File: src/rtl/jtag_param_tap.sv
`timescale 1ns/1ps
// IEEE 1149.1 TAP: 16-state controller, parametrised IR, BYPASS/IDCODE/user DR mux.
// tdo_o is combinational from registered state; every state change is on the tck_i rising edge.
module jtag_param_tap #(
    parameter int          IR_WIDTH    = 4,
    parameter int          DR_WIDTH    = 8,
    parameter int          NUM_USER_DR = 2,
    parameter logic [31:0] IDCODE_VAL  = 32'h1000_0001
) (
    input  logic                            tck_i,
    input  logic                            rst_ni,
    input  logic                            tms_i,
    input  logic                            tdi_i,
    output logic                            tdo_o,
    output logic                            tdo_en_o,
    output logic [3:0]                      state_o,
    output logic [IR_WIDTH-1:0]             instruction_o,
    input  logic [NUM_USER_DR*DR_WIDTH-1:0] cdr_data_i,
    output logic [NUM_USER_DR*DR_WIDTH-1:0] udr_data_o,
    output logic [NUM_USER_DR-1:0]          udr_valid_o
);

    typedef enum logic [3:0] {
        TLR, RTI, SEL_DR, CAP_DR, SH_DR, EX1_DR, PAU_DR, EX2_DR,
        UPD_DR, SEL_IR, CAP_IR, SH_IR, EX1_IR, PAU_IR, EX2_IR, UPD_IR
    } tap_state_e;

    tap_state_e                      state_q, state_d;
    logic [IR_WIDTH-1:0]             ir_sr;
    logic [IR_WIDTH-1:0]             instruction_q;
    logic                            bypass_sr;
    logic [31:0]                     idcode_sr;
    logic [DR_WIDTH-1:0]             user_sr [NUM_USER_DR];
    logic [NUM_USER_DR*DR_WIDTH-1:0] udr_data_q;
    logic [NUM_USER_DR-1:0]          udr_valid_q;

    logic                            sel_idcode;
    logic [NUM_USER_DR-1:0]          sel_user;
    logic [NUM_USER_DR-1:0]          user_lsbs;
    logic                            dr_lsb;

    always_ff @(posedge tck_i) begin
        if (!rst_ni) state_q <= TLR;
        else         state_q <= state_d;
    end

    always_comb begin
        state_d = state_q;
        case (state_q)
            TLR:    state_d = tms_i ? TLR    : RTI;
            RTI:    state_d = tms_i ? SEL_DR : RTI;
            SEL_DR: state_d = tms_i ? SEL_IR : CAP_DR;
            CAP_DR: state_d = tms_i ? EX1_DR : SH_DR;
            SH_DR:  state_d = tms_i ? EX1_DR : SH_DR;
            EX1_DR: state_d = tms_i ? UPD_DR : PAU_DR;
            PAU_DR: state_d = tms_i ? EX2_DR : PAU_DR;
            EX2_DR: state_d = tms_i ? UPD_DR : SH_DR;
            UPD_DR: state_d = tms_i ? SEL_DR : RTI;
            SEL_IR: state_d = tms_i ? TLR    : CAP_IR;
            CAP_IR: state_d = tms_i ? EX1_IR : SH_IR;
            SH_IR:  state_d = tms_i ? EX1_IR : SH_IR;
            EX1_IR: state_d = tms_i ? UPD_IR : PAU_IR;
            PAU_IR: state_d = tms_i ? EX2_IR : PAU_IR;
            EX2_IR: state_d = tms_i ? UPD_IR : SH_IR;
            UPD_IR: state_d = tms_i ? SEL_DR : RTI;
            default: state_d = TLR;
        endcase
    end

    // Anything that is neither IDCODE nor a user code falls through to BYPASS.
    always_comb begin
        sel_idcode = (instruction_q == IR_WIDTH'(1));
        sel_user   = '0;
        user_lsbs  = '0;
        for (int k = 0; k < NUM_USER_DR; k++) begin
            sel_user[k]  = (instruction_q == IR_WIDTH'(k + 2));
            user_lsbs[k] = user_sr[k][0];
        end
    end

    always_comb begin
        dr_lsb = bypass_sr;
        if (sel_idcode)     dr_lsb = idcode_sr[0];
        else if (|sel_user) dr_lsb = |(sel_user & user_lsbs);
    end

    always_ff @(posedge tck_i) begin
        if (!rst_ni) begin
            ir_sr         <= '0;
            instruction_q <= IR_WIDTH'(1);
            bypass_sr     <= 1'b0;
            idcode_sr     <= '0;
            udr_data_q    <= '0;
            udr_valid_q   <= '0;
            for (int k = 0; k < NUM_USER_DR; k++) user_sr[k] <= '0;
        end else begin
            udr_valid_q <= '0;
            case (state_q)
                TLR:    instruction_q <= IR_WIDTH'(1);
                CAP_IR: ir_sr <= IR_WIDTH'(1);
                SH_IR:  ir_sr <= {tdi_i, ir_sr[IR_WIDTH-1:1]};
                UPD_IR: instruction_q <= ir_sr;
                CAP_DR: begin
                    if (sel_idcode) idcode_sr <= IDCODE_VAL;
                    else if (|sel_user) begin
                        for (int k = 0; k < NUM_USER_DR; k++)
                            if (sel_user[k]) user_sr[k] <= cdr_data_i[k*DR_WIDTH +: DR_WIDTH];
                    end else bypass_sr <= 1'b0;
                end
                SH_DR: begin
                    if (sel_idcode) idcode_sr <= {tdi_i, idcode_sr[31:1]};
                    else if (|sel_user) begin
                        // Shift expressed arithmetically so DR_WIDTH=1 elaborates.
                        for (int k = 0; k < NUM_USER_DR; k++)
                            if (sel_user[k])
                                user_sr[k] <= (user_sr[k] >> 1) | (DR_WIDTH'(tdi_i) << (DR_WIDTH - 1));
                    end else bypass_sr <= tdi_i;
                end
                UPD_DR: begin
                    for (int k = 0; k < NUM_USER_DR; k++) begin
                        if (sel_user[k]) begin
                            udr_data_q[k*DR_WIDTH +: DR_WIDTH] <= user_sr[k];
                            udr_valid_q[k]                     <= 1'b1;
                        end
                    end
                end
                default: ;
            endcase
        end
    end

    assign tdo_en_o      = (state_q == SH_IR) || (state_q == SH_DR);
    assign tdo_o         = (state_q == SH_IR) ? ir_sr[0] : (state_q == SH_DR) ? dr_lsb : 1'b0;
    assign state_o       = state_q;
    assign instruction_o = instruction_q;
    assign udr_data_o    = udr_data_q;
    assign udr_valid_o   = udr_valid_q;

endmodule

File: config.mk
export PLATFORM = sky130hd
export DESIGN_NAME = jtag_param_tap
export DESIGN_NICKNAME = d
export VERILOG_FILES = /design/src/rtl/jtag_param_tap.sv
export SDC_FILE = /design/constraint.sdc
export NUM_CORES = 1
export LEC_CHECK = 0
export CAP_MARGIN = 20
export CORE_ASPECT_RATIO = 0.8
export CORE_MARGIN = 5
export CORE_UTILIZATION = 40
export CTS_CLUSTER_SIZE = 16
export DETAILED_ROUTE_END_ITERATION = 10
export PLACE_DENSITY = 0.59
export SLEW_MARGIN = 20
export SYNTH_ARGS = -nofsm -noshare
export SYNTH_HDL_FRONTEND = slang
export SYNTH_SLANG_ARGS = --single-unit
File: constraint.sdc
create_clock -name tck_i -period 4.35 [get_ports tck_i]
set_clock_uncertainty 0.05 [all_clocks]
set_input_delay 0.87 -clock tck_i [delete_from_list [all_inputs] [get_ports tck_i]]
set_output_delay 0.87 -clock tck_i [all_outputs]
set_load 0.02 [all_outputs]
==> run_results.csv <==
group,metric,value,unit
cts,cts_made_buffers,9,
place,gp_congestion,0.814,
drt,vias,2481,
synthesis,syn_avg_cell_area,9.67,um^2
floorplan,die_h,89.5,um
global_routing,grt_max_degree,37,
global_routing,grt_util_met2,21.3,%
synthesis,synth_top_area_cell,"dfxtp_1",
global_routing,grt_first_pass_wirelength,11.3,mm
cts,cts_resized,0,
synthesis,yosysSeqAreaShare,55.1,%
power_and_ir_drop,power_density,369,nW/um^2
setup_path,rrSetupSlack,1.81,ns
cts,h-tree-depth,3,
place,portBuffers,47,
drt,totalWireLength,6.88,mm
sta,hold_slack,0.428,ns
sta,fin_crit,3.47,ns
global_routing,grt_util_met1,20.7,%
synthesis,synth.most_common_cell,"dfxtp_1",
global_routing,antenna_found_initial,0,
place,dp_hpwl,4.58,mm
synthesis,ys.warnings.count,0,
synthesis,synth_nets,347,
global_routing,grt_usage,14.8,%
synthesis,ys_seq_elements,79,
sta,relSlewSlack,38.0,%
global_routing,met3_usage,4.98,%
sta,drv_slew,0,
global_routing,grt_overflow,0,
power_and_ir_drop,ir_drop,0.198,mV
global_routing,grt_busiest_layer,"met2",
drt,drtPass1Iterations,4,
drt,drc,0,
setup_path,crit_path_max_fanout,23,
sta,rsz0062_at_grt,"false",
finish,synthToLayoutAreaGrowth,23.0,%
synthesis,netlist.area_leader.share,39.9,%
drt,first_iter_violations,173,
synthesis,ys.flop_type,"dfxtp_1",
global_routing,grt_pass1_vias,2262,
finish,nets,382,
sta,finalSetupViolations,0,
floorplan,initial_core_util,40.5,%
setup_path,cp-start-kind,"flip-flop",
sta,fmax,288,MHz
floorplan,core,7800,um^2
cts,clock_latency,0.35,ns
sta,fin_crit_sh,79.7,%
setup_path,r2r_cells,2,
sta,worst_pin_slew,0.919,ns
hold_path,hold_class,"flip-flop to flip-flop",
cts,cts-root-buf,"clkbuf_8",
power_and_ir_drop,total_leakage_power,0.00135,uW
floorplan,die_w,109,um
cts,cts_tree,"built",
cts,clk_path_buf_depth,2,
floorplan,io_pins,48,
synthesis,synth_edf_count,16,
setup_path,cp.arrival,2.55,ns
synthesis,synth_common_cells,"dfxtp_1 (63), nand2_1 (44), nor2_1 (39)",
cts,clk_pin_slew,0.08,ns
cts,cts_hold_buf,0,
synthesis,synth_async_sr_flop_share,0,%
outcome,status,"finished clean",
sta,timing.final.hold_violations,0,
drt,detail_route.wl_per_cell,14.5,um
sta,fin_setup_tns,0,ns
synthesis,ys_top_cells_by_area,"dfxtp_1 (40%), edfxtp_1 (15%), o22ai_1 (6.3%)",
setup_path,required,3.43,ns
hold_path,whs_path_depth,2,
drt,viasPerCell,5.22,
flow_run,drv_cap,0,
finish,drive_gt1_share,8.45,%
synthesis,synthCells,327,
setup_path,critical_path_class,"flip-flop to primary output",
setup_path,end_kind,"primary output",
floorplan,fp-row-count,29,
finish,num_antenna_cells,0,
floorplan,fp.dieArea,9790,um^2
cts,post_cts_buffers,0,
drt,postRouteAntennaNets,0,
synthesis,ys_types,44,
synthesis,synth_area,3160,um^2
cts,cts_sinks,79,
## cell usage in the layout (no fill, tap or decap), drive strengths merged, types with 9 or more instances in the layout
cell type	count
a21oi	11
dfxtp	63
a22oi	14
clkbuf	9
edfxtp	16
mux2i	16
o22ai	32
clkdlybuf4s50	47
nand2	44
nor2	39
## metal layers
metal  wire [um]  vias up
li1            -     1258
met1        3200     1159
met2        3120       58
met3         482        6
met4          78        0
met5           0        -
## final cells by class
class                   instances  area (um^2)
repair buffers                 52          508
clock inverters                 7         76.3
inverters                       4         15.0
fillers                       736         3920
multi-input cells             216         1290
clock buffers                   9          124
well taps                     108          135
flip-flops and latches         79         1740
## power by group
group          switching (uW)  leakage, uW  internal, uW
clock                     284     0.000107           273
combinational            53.9     0.000568          44.1
sequential               21.8     0.000673           756
## critical path, cell delays in order (launching register included)
cell	delay (ns)
dfxtp_1	0.44
or3b_1	0.73
nand2_1	0.19
nand3_1	0.08
a22o_1	0.22
clkdlybuf4s50_1	0.54
## worst paths after layout
kind / from / end
min: ir_sr[1] / ir_sr[1]
min reg2reg: ir_sr[1] / ir_sr[1]
max: instruction_o[1] / tdo_o
max reg2reg: instruction_o[1] / user_sr[0][0]
## per-stage QoR
stage / power (uW) / util (%) / cell area (um^2) / setup slack, ns / cells
after global placement: 892 / 47.2 / 3690 / 1.25 / 459
after floorplan: 850 / - / 3160 / 1.68 / 327
after detailed placement: 892 / 47.2 / 3690 / 1.24 / 459
after global routing: 1500 / 49.8 / 3890 / 0.717 / 475
after CTS: 1450 / 49.8 / 3890 / 0.835 / 475
final: 1430 / 49.8 / 3890 / 0.883 / 475
## sequential cells by signal, indices dropped and copies added (netlist names)
signal         cells
ir_sr              4
udr_valid_o        2
bypass_sr          1
udr_data_o        16
user_sr           16
instruction_o      4
idcode_sr         32
state_o            4
## kinds of logic (layout without fill, tap and decap cells)
group	Yosys count	after routing	synth area share (%)
XOR/XNOR	1	1	0.277
AO/OA/AOI/OAI	80	80	16.9
multiplexers	16	16	5.07
flip-flops	79	79	55.1
AND/OR/NAND/NOR	119	119	18.2
buffers and inverters	32	72	4.43
No activity file was read; power rests on OpenSTA's default activity.
